[config.mk]
export PLATFORM = sky130hd
export DESIGN_NAME = rle_enc_param_flat
export DESIGN_NICKNAME = d
export VERILOG_FILES = /design/src/rtl/rle_pkg.sv /design/src/rtl/rle_enc_param_if.sv /design/src/rtl/rle_enc_param.sv /design/src/flat_wrapper.sv
export SDC_FILE = /design/constraint.sdc
export NUM_CORES = 1
export LEC_CHECK = 0
export CAP_MARGIN = 20
export CORE_MARGIN = 2
export CORE_UTILIZATION = 29
export CTS_CLUSTER_DIAMETER = 150
export DETAILED_ROUTE_END_ITERATION = 16
export SLEW_MARGIN = 0
export SYNTH_ARGS = -nofsm -noshare
export SYNTH_HDL_FRONTEND = slang
export SYNTH_SLANG_ARGS = --single-unit
[constraint.sdc]
create_clock -name clk -period 6.4 [get_ports clk]
set_input_delay 0.96 -clock clk [delete_from_list [all_inputs] [get_ports clk]]
set_output_delay 0.96 -clock clk [all_outputs]
set_load 0.01 [all_outputs]
[src/rtl/rle_pkg.sv]
// Shared types and helpers for the parametrised run-length encoder.
// The record places the bit ID directly above the run-length field.
package rle_pkg;

  typedef enum logic [2:0] {
    IDLE,
    REQ,
    WAIT_RD,
    COUNT,
    EMIT
  } state_e;

  // Distance of the bit-ID field from the record MSB.
  localparam int ID_MSB_OFS = 0;

  function automatic int rec_w(input int cnt_w);
    return cnt_w + 1;
  endfunction

endpackage

[src/rtl/rle_enc_param_if.sv]
// FIFO-side handshake bundle for the run-length encoder.
// master = encoder side, slave = FIFO/environment side.
interface rle_enc_param_if #(
  parameter int IN_W  = 8,
  parameter int CNT_W = 23
);

  logic                              recv_ready;
  logic                              rd_req;
  logic [IN_W-1:0]                   in_data;
  logic                              end_of_stream;
  logic                              send_ready;
  logic                              wr_req;
  logic [rle_pkg::rec_w(CNT_W)-1:0]  out_data;
  logic                              busy;

  modport master (
    input  recv_ready, in_data, end_of_stream, send_ready,
    output rd_req, wr_req, out_data, busy
  );

  modport slave (
    output recv_ready, in_data, end_of_stream, send_ready,
    input  rd_req, wr_req, out_data, busy
  );

endinterface

[src/rtl/rle_enc_param.sv]
// Run-length encoder: fetches IN_W-bit words, scans LSB-first at one bit per clock,
// emits {bit ID, run length} records; stalls in EMIT while the output FIFO is full.
module rle_enc_param
  import rle_pkg::*;
#(
  parameter int IN_W   = 8,
  parameter int CNT_W  = 23,
  parameter int RD_LAT = 1
) (
  input  logic              clk,
  input  logic              rst,
  rle_enc_param_if.master   io
);

  localparam int REC_W  = rec_w(CNT_W);
  localparam int ID_POS = REC_W - 1 - ID_MSB_OFS;
  localparam int IDX_W  = $clog2(IN_W + 1);
  localparam int LAT_W  = $clog2(RD_LAT + 1);
  localparam logic [CNT_W-1:0] MAX_CNT = '1;

  state_e               state_q, state_d;
  logic [CNT_W-1:0]     count_q, count_d;
  logic                 value_type_q, value_type_d;
  logic [IN_W-1:0]      shift_buf_q, shift_buf_d;
  logic [IDX_W-1:0]     bit_idx_q, bit_idx_d;
  logic [LAT_W-1:0]     lat_q, lat_d;
  logic                 flush_q, flush_d;
  logic                 rd_req_q, rd_req_d;
  logic                 wr_req_q, wr_req_d;
  logic [REC_W-1:0]     out_data_q, out_data_d;
  logic                 busy_q, busy_d;

  always_comb begin
    state_d      = state_q;
    count_d      = count_q;
    value_type_d = value_type_q;
    shift_buf_d  = shift_buf_q;
    bit_idx_d    = bit_idx_q;
    lat_d        = lat_q;
    flush_d      = flush_q;
    out_data_d   = out_data_q;
    wr_req_d     = 1'b0;

    case (state_q)
      IDLE: begin
        if (io.recv_ready) begin
          state_d = REQ;
        end else if (io.end_of_stream && (count_q != '0)) begin
          flush_d = 1'b1;
          state_d = EMIT;
        end
      end

      REQ: begin
        lat_d   = '0;
        state_d = WAIT_RD;
      end

      WAIT_RD: begin
        if (lat_q == LAT_W'(RD_LAT - 1)) begin
          shift_buf_d = io.in_data;
          bit_idx_d   = '0;
          state_d     = COUNT;
        end else begin
          lat_d = lat_q + LAT_W'(1);
        end
      end

      COUNT: begin
        // A run that is empty or still extendable absorbs the bit; otherwise close it first.
        if ((count_q == '0) || ((shift_buf_q[0] == value_type_q) && (count_q != MAX_CNT))) begin
          if (count_q == '0) begin
            value_type_d = shift_buf_q[0];
          end
          count_d     = count_q + CNT_W'(1);
          shift_buf_d = shift_buf_q >> 1;
          bit_idx_d   = bit_idx_q + IDX_W'(1);
          if (bit_idx_q == IDX_W'(IN_W - 1)) begin
            state_d = IDLE;
          end
        end else begin
          state_d = EMIT;
        end
      end

      EMIT: begin
        if (io.send_ready) begin
          out_data_d             = '0;
          out_data_d[ID_POS]     = value_type_q;
          out_data_d[CNT_W-1:0]  = count_q;
          wr_req_d               = 1'b1;
          count_d                = '0;
          if (flush_q || (bit_idx_q == IDX_W'(IN_W))) begin
            flush_d = 1'b0;
            state_d = IDLE;
          end else begin
            state_d = COUNT;
          end
        end
      end

      default: state_d = IDLE;
    endcase

    rd_req_d = (state_d == REQ);
    busy_d   = (state_d != IDLE);
  end

  always_ff @(posedge clk or negedge rst) begin
    if (!rst) begin
      state_q      <= IDLE;
      count_q      <= '0;
      value_type_q <= 1'b0;
      shift_buf_q  <= '0;
      bit_idx_q    <= '0;
      lat_q        <= '0;
      flush_q      <= 1'b0;
      rd_req_q     <= 1'b0;
      wr_req_q     <= 1'b0;
      out_data_q   <= '0;
      busy_q       <= 1'b0;
    end else begin
      state_q      <= state_d;
      count_q      <= count_d;
      value_type_q <= value_type_d;
      shift_buf_q  <= shift_buf_d;
      bit_idx_q    <= bit_idx_d;
      lat_q        <= lat_d;
      flush_q      <= flush_d;
      rd_req_q     <= rd_req_d;
      wr_req_q     <= wr_req_d;
      out_data_q   <= out_data_d;
      busy_q       <= busy_d;
    end
  end

  assign io.rd_req   = rd_req_q;
  assign io.wr_req   = wr_req_q;
  assign io.out_data = out_data_q;
  assign io.busy     = busy_q;

endmodule

[src/flat_wrapper.sv]
// flat-port wrapper written by rule: the top's interface ports become plain ports
module rle_enc_param_flat import rle_pkg::*;
#(
  parameter int IN_W   = 8,
  parameter int CNT_W  = 23,
  parameter int RD_LAT = 1
)
  (clk, rst, io_recv_ready, io_in_data, io_end_of_stream, io_send_ready, io_rd_req, io_wr_req, io_out_data, io_busy);
  rle_enc_param_if #(.IN_W(IN_W), .CNT_W(CNT_W)) io_i ();
  input  logic clk;
  input  logic rst;
  input wire logic [$bits(io_i.recv_ready)-1:0] io_recv_ready;
  input wire logic [$bits(io_i.in_data)-1:0] io_in_data;
  input wire logic [$bits(io_i.end_of_stream)-1:0] io_end_of_stream;
  input wire logic [$bits(io_i.send_ready)-1:0] io_send_ready;
  output wire logic [$bits(io_i.rd_req)-1:0] io_rd_req;
  output wire logic [$bits(io_i.wr_req)-1:0] io_wr_req;
  output wire logic [$bits(io_i.out_data)-1:0] io_out_data;
  output wire logic [$bits(io_i.busy)-1:0] io_busy;
  assign io_i.recv_ready = io_recv_ready;
  assign io_i.in_data = io_in_data;
  assign io_i.end_of_stream = io_end_of_stream;
  assign io_i.send_ready = io_send_ready;
  assign io_rd_req = io_i.rd_req;
  assign io_wr_req = io_i.wr_req;
  assign io_out_data = io_i.out_data;
  assign io_busy = io_i.busy;
  rle_enc_param #(.IN_W(IN_W), .CNT_W(CNT_W), .RD_LAT(RD_LAT)) u_core (.clk(clk), .rst(rst), .io(io_i));
endmodule
==> impl_metrics.ini <==
[worst_setup_path]
worstSetupPathType = flop to flop
crit_path_start_kind = flop
cp-end-kind = flop
cp_max_fo = 17
worstPathRequired_ns = 6.68
cp.arrival_ns = 3.20

[cts]
clock-sinks = 67
clock_latency_ns = 0.34
h-tree-depth = 3
cts_tree = done
cts_resized = 0
postCtsSetupBuffers = 0
cts.path.max_buffers = 2
cts-root-buf = clkbuf_8
clk_pin_slew_ns = 0.07
cts_buffers = 9
ctsHoldBuffers = 0

[global_routing]
grt_pass1_wl_um = 11700
grt_max_degree = 68
first_global_vias = 2398
grt_usage_pct = 12.6
antenna_found_initial = 0
overflow = 0

[route]
dr.pass1.iters = 4
wirelength_um = 6720
wire_per_inst_um = 13.0
via_count = 2440
antenna_left = 0
drc_errors = 0
viasPerCell = 4.71
drtIter0Drc = 112

[power]
p_leak_uw = 0.00175
finalPower_uw = 1730
powerDensity_nw_per_um2 = 449
peakVddDrop_v = 0.000204

[logic_synthesis]
ys.flop_type = dfrtp_1
syn-cell-area_um2 = 3170
synth_top_cell_by_area = dfrtp_1
async_reset_ff_share_pct = 100
synth_nets = 354
synth_most_common_cell = nand2_1
synth_enable_flop_cells = 0
ys_seq_area_share_pct = 53.0
yosys-top-cells-count = nand2_1, dfrtp_1, nor2_1
synth_top_cell_area_share_pct = 53.0
synth-seq-cells = 67
ys_types = 44
yosys-top-cells-area = dfrtp_1, nand2_1, nor2_1
avgSynthCellArea_um2 = 9.39
syn_inst = 337
yosys_warnings = 0

[sta]
slew_headroom_pct = 44.2
worst_pin_slew_ns = 0.837
hold_violations = 0
min_period_ns = 2.92
max_freq_mhz = 342
fin_worst_skew_ns = 0.00627
maxSlewViolCount = 0
finalCritPeriodShare_pct = 45.7
fin_ws_ns = 3.48
finalSetupTns_ns = 0
rsz0062_at_grt = false
setup_viol = 0

[run_status]
status = completed

[cells_and_area]
nets = 390
layout-drive-gt1-share_pct = 6.88
fin_area_um2 = 3860
syn2layout_area_growth_pct = 21.9
diodes = 0
final_util_pct = 35.9

[place]
post-dp-hpwl_um = 4620
port-buffer-count = 39
gp_congestion = 0.827
post_dp_cell_area_um2 = 3670
dpl_worst_slack_ns = 3.34

[die]
num_rows = 38
coreArea_um2 = 10700
die_h_um = 108
num_io_pins = 40
fp.dieW_um = 108
dieArea_um2 = 11800
floorplan.initialDensity_pct = 29.5

[run]
cap_violations = 0

[worst_hold_path]
hold_path.class = flop to flop
kinds of logic (layout without fill, tap and decap cells):
family / Yosys count / count (layout) / share of synthesized area [%]
AOI/OAI and AO/OA: 50 / 50 / 10.4
xor gates and xnor gates: 17 / 17 / 4.70
adders and majority gates: 4 / 4 / 1.58
buffers and inverters: 27 / 68 / 3.79
DFF: 67 / 67 / 53.0
muxes: 10 / 10 / 3.24
and+or+nand+nor: 162 / 162 / 23.3
worst max-delay path, cell delays in order (launching register included):
cell      delay (ns)
dfrtp_1         0.55
nand3b_1        0.55
nor2_1          0.30
a21boi_2        0.64
nor2_2          0.22
or4_1           0.54
nand2_1         0.07
worst paths after layout:
check / depth (start not counted) / slack (ns) / start / end
setup / recovery: 6 / 3.48 / u_core.state_q[1]$_DFF_PN0_ / u_core.count_q[7]$_DFFE_PN0P_
hold reg to reg: 2 / 0.47 / u_core.io.out_data[21]$_DFFE_PN0P_ / u_core.io.out_data[21]$_DFFE_PN0P_
hold / removal: 2 / 0.47 / u_core.io.out_data[21]$_DFFE_PN0P_ / u_core.io.out_data[21]$_DFFE_PN0P_
setup reg to reg: 6 / 3.48 / u_core.state_q[1]$_DFF_PN0_ / u_core.count_q[7]$_DFFE_PN0P_
max in group asynchronous: 2 / 5.05 / rst / u_core.count_q[12]$_DFFE_PN0P_
min in group asynchronous: 2 / 0.82 / rst / u_core.io.out_data[1]$_DFFE_PN0P_
report_power, final:
part / internal (uW) / switching, uW / total (uW)
logic: 298 / 310 / 608
registers: 604 / 177 / 781
clock network: 189 / 157 / 345
total: 1090 / 644 / 1730
layer usage:
| metal | GRT usage, % | share of wire, % |
|---|---|---|
| met5 | 0 | 0 |
| met3 | 3.86 | 4.4 |
| met1 | 17.9 | 50 |
| met2 | 18.6 | 45 |
| met4 | 3.48 | 0.80 |
flip-flops by register name (all words and copies together) (netlist names):
register             count
u_core.bit_idx_q         4
u_core.count_q          23
u_core.flush_q           1
u_core.io.busy           1
u_core.io.out_data      24
u_core.io.rd_req         1
u_core.io.wr_req         1
u_core.shift_buf_q       8
u_core.state_q           3
u_core.value_type_q      1
cells in the final DEF (no fill, tap or decap), types with 2 or more instances in the layout:
master	instances
inv_1	10
xnor2_1	6
clkdlybuf4s50_1	38
ha_1	4
o21ai_0	25
o2111ai_1	3
nor4b_1	2
nor4_1	5
buf_4	3
a21oi_1	4
and3_1	4
o211ai_1	8
nor3_1	3
or4_1	2
nand3_1	7
mux2i_1	8
clkinv_2	3
clkbuf_8	10
xor2_1	11
o31ai_1	3
mux2_2	2
nand4_1	6
and2_1	4
dfrtp_1	67
nand2_1	85
nor2_1	34
per-stage QoR:
stage	hold slack, ns	cells
after floorplan	0.449	337
after global placement	0.461	502
after detailed placement	0.465	502
after CTS	0.483	518
after global routing	0.501	518
final	0.474	518
area by class of cell:
class	instances	area [um^2]
timing repair buffer	42	408
multi-input combinational	243	1370
fill	1131	6890
tap	140	175
sequential	67	1680
clock inverter	5	52.6
inverter	10	37.5
clock buffer	11	141
Note: power is estimated with default switching activity, not from simulation.
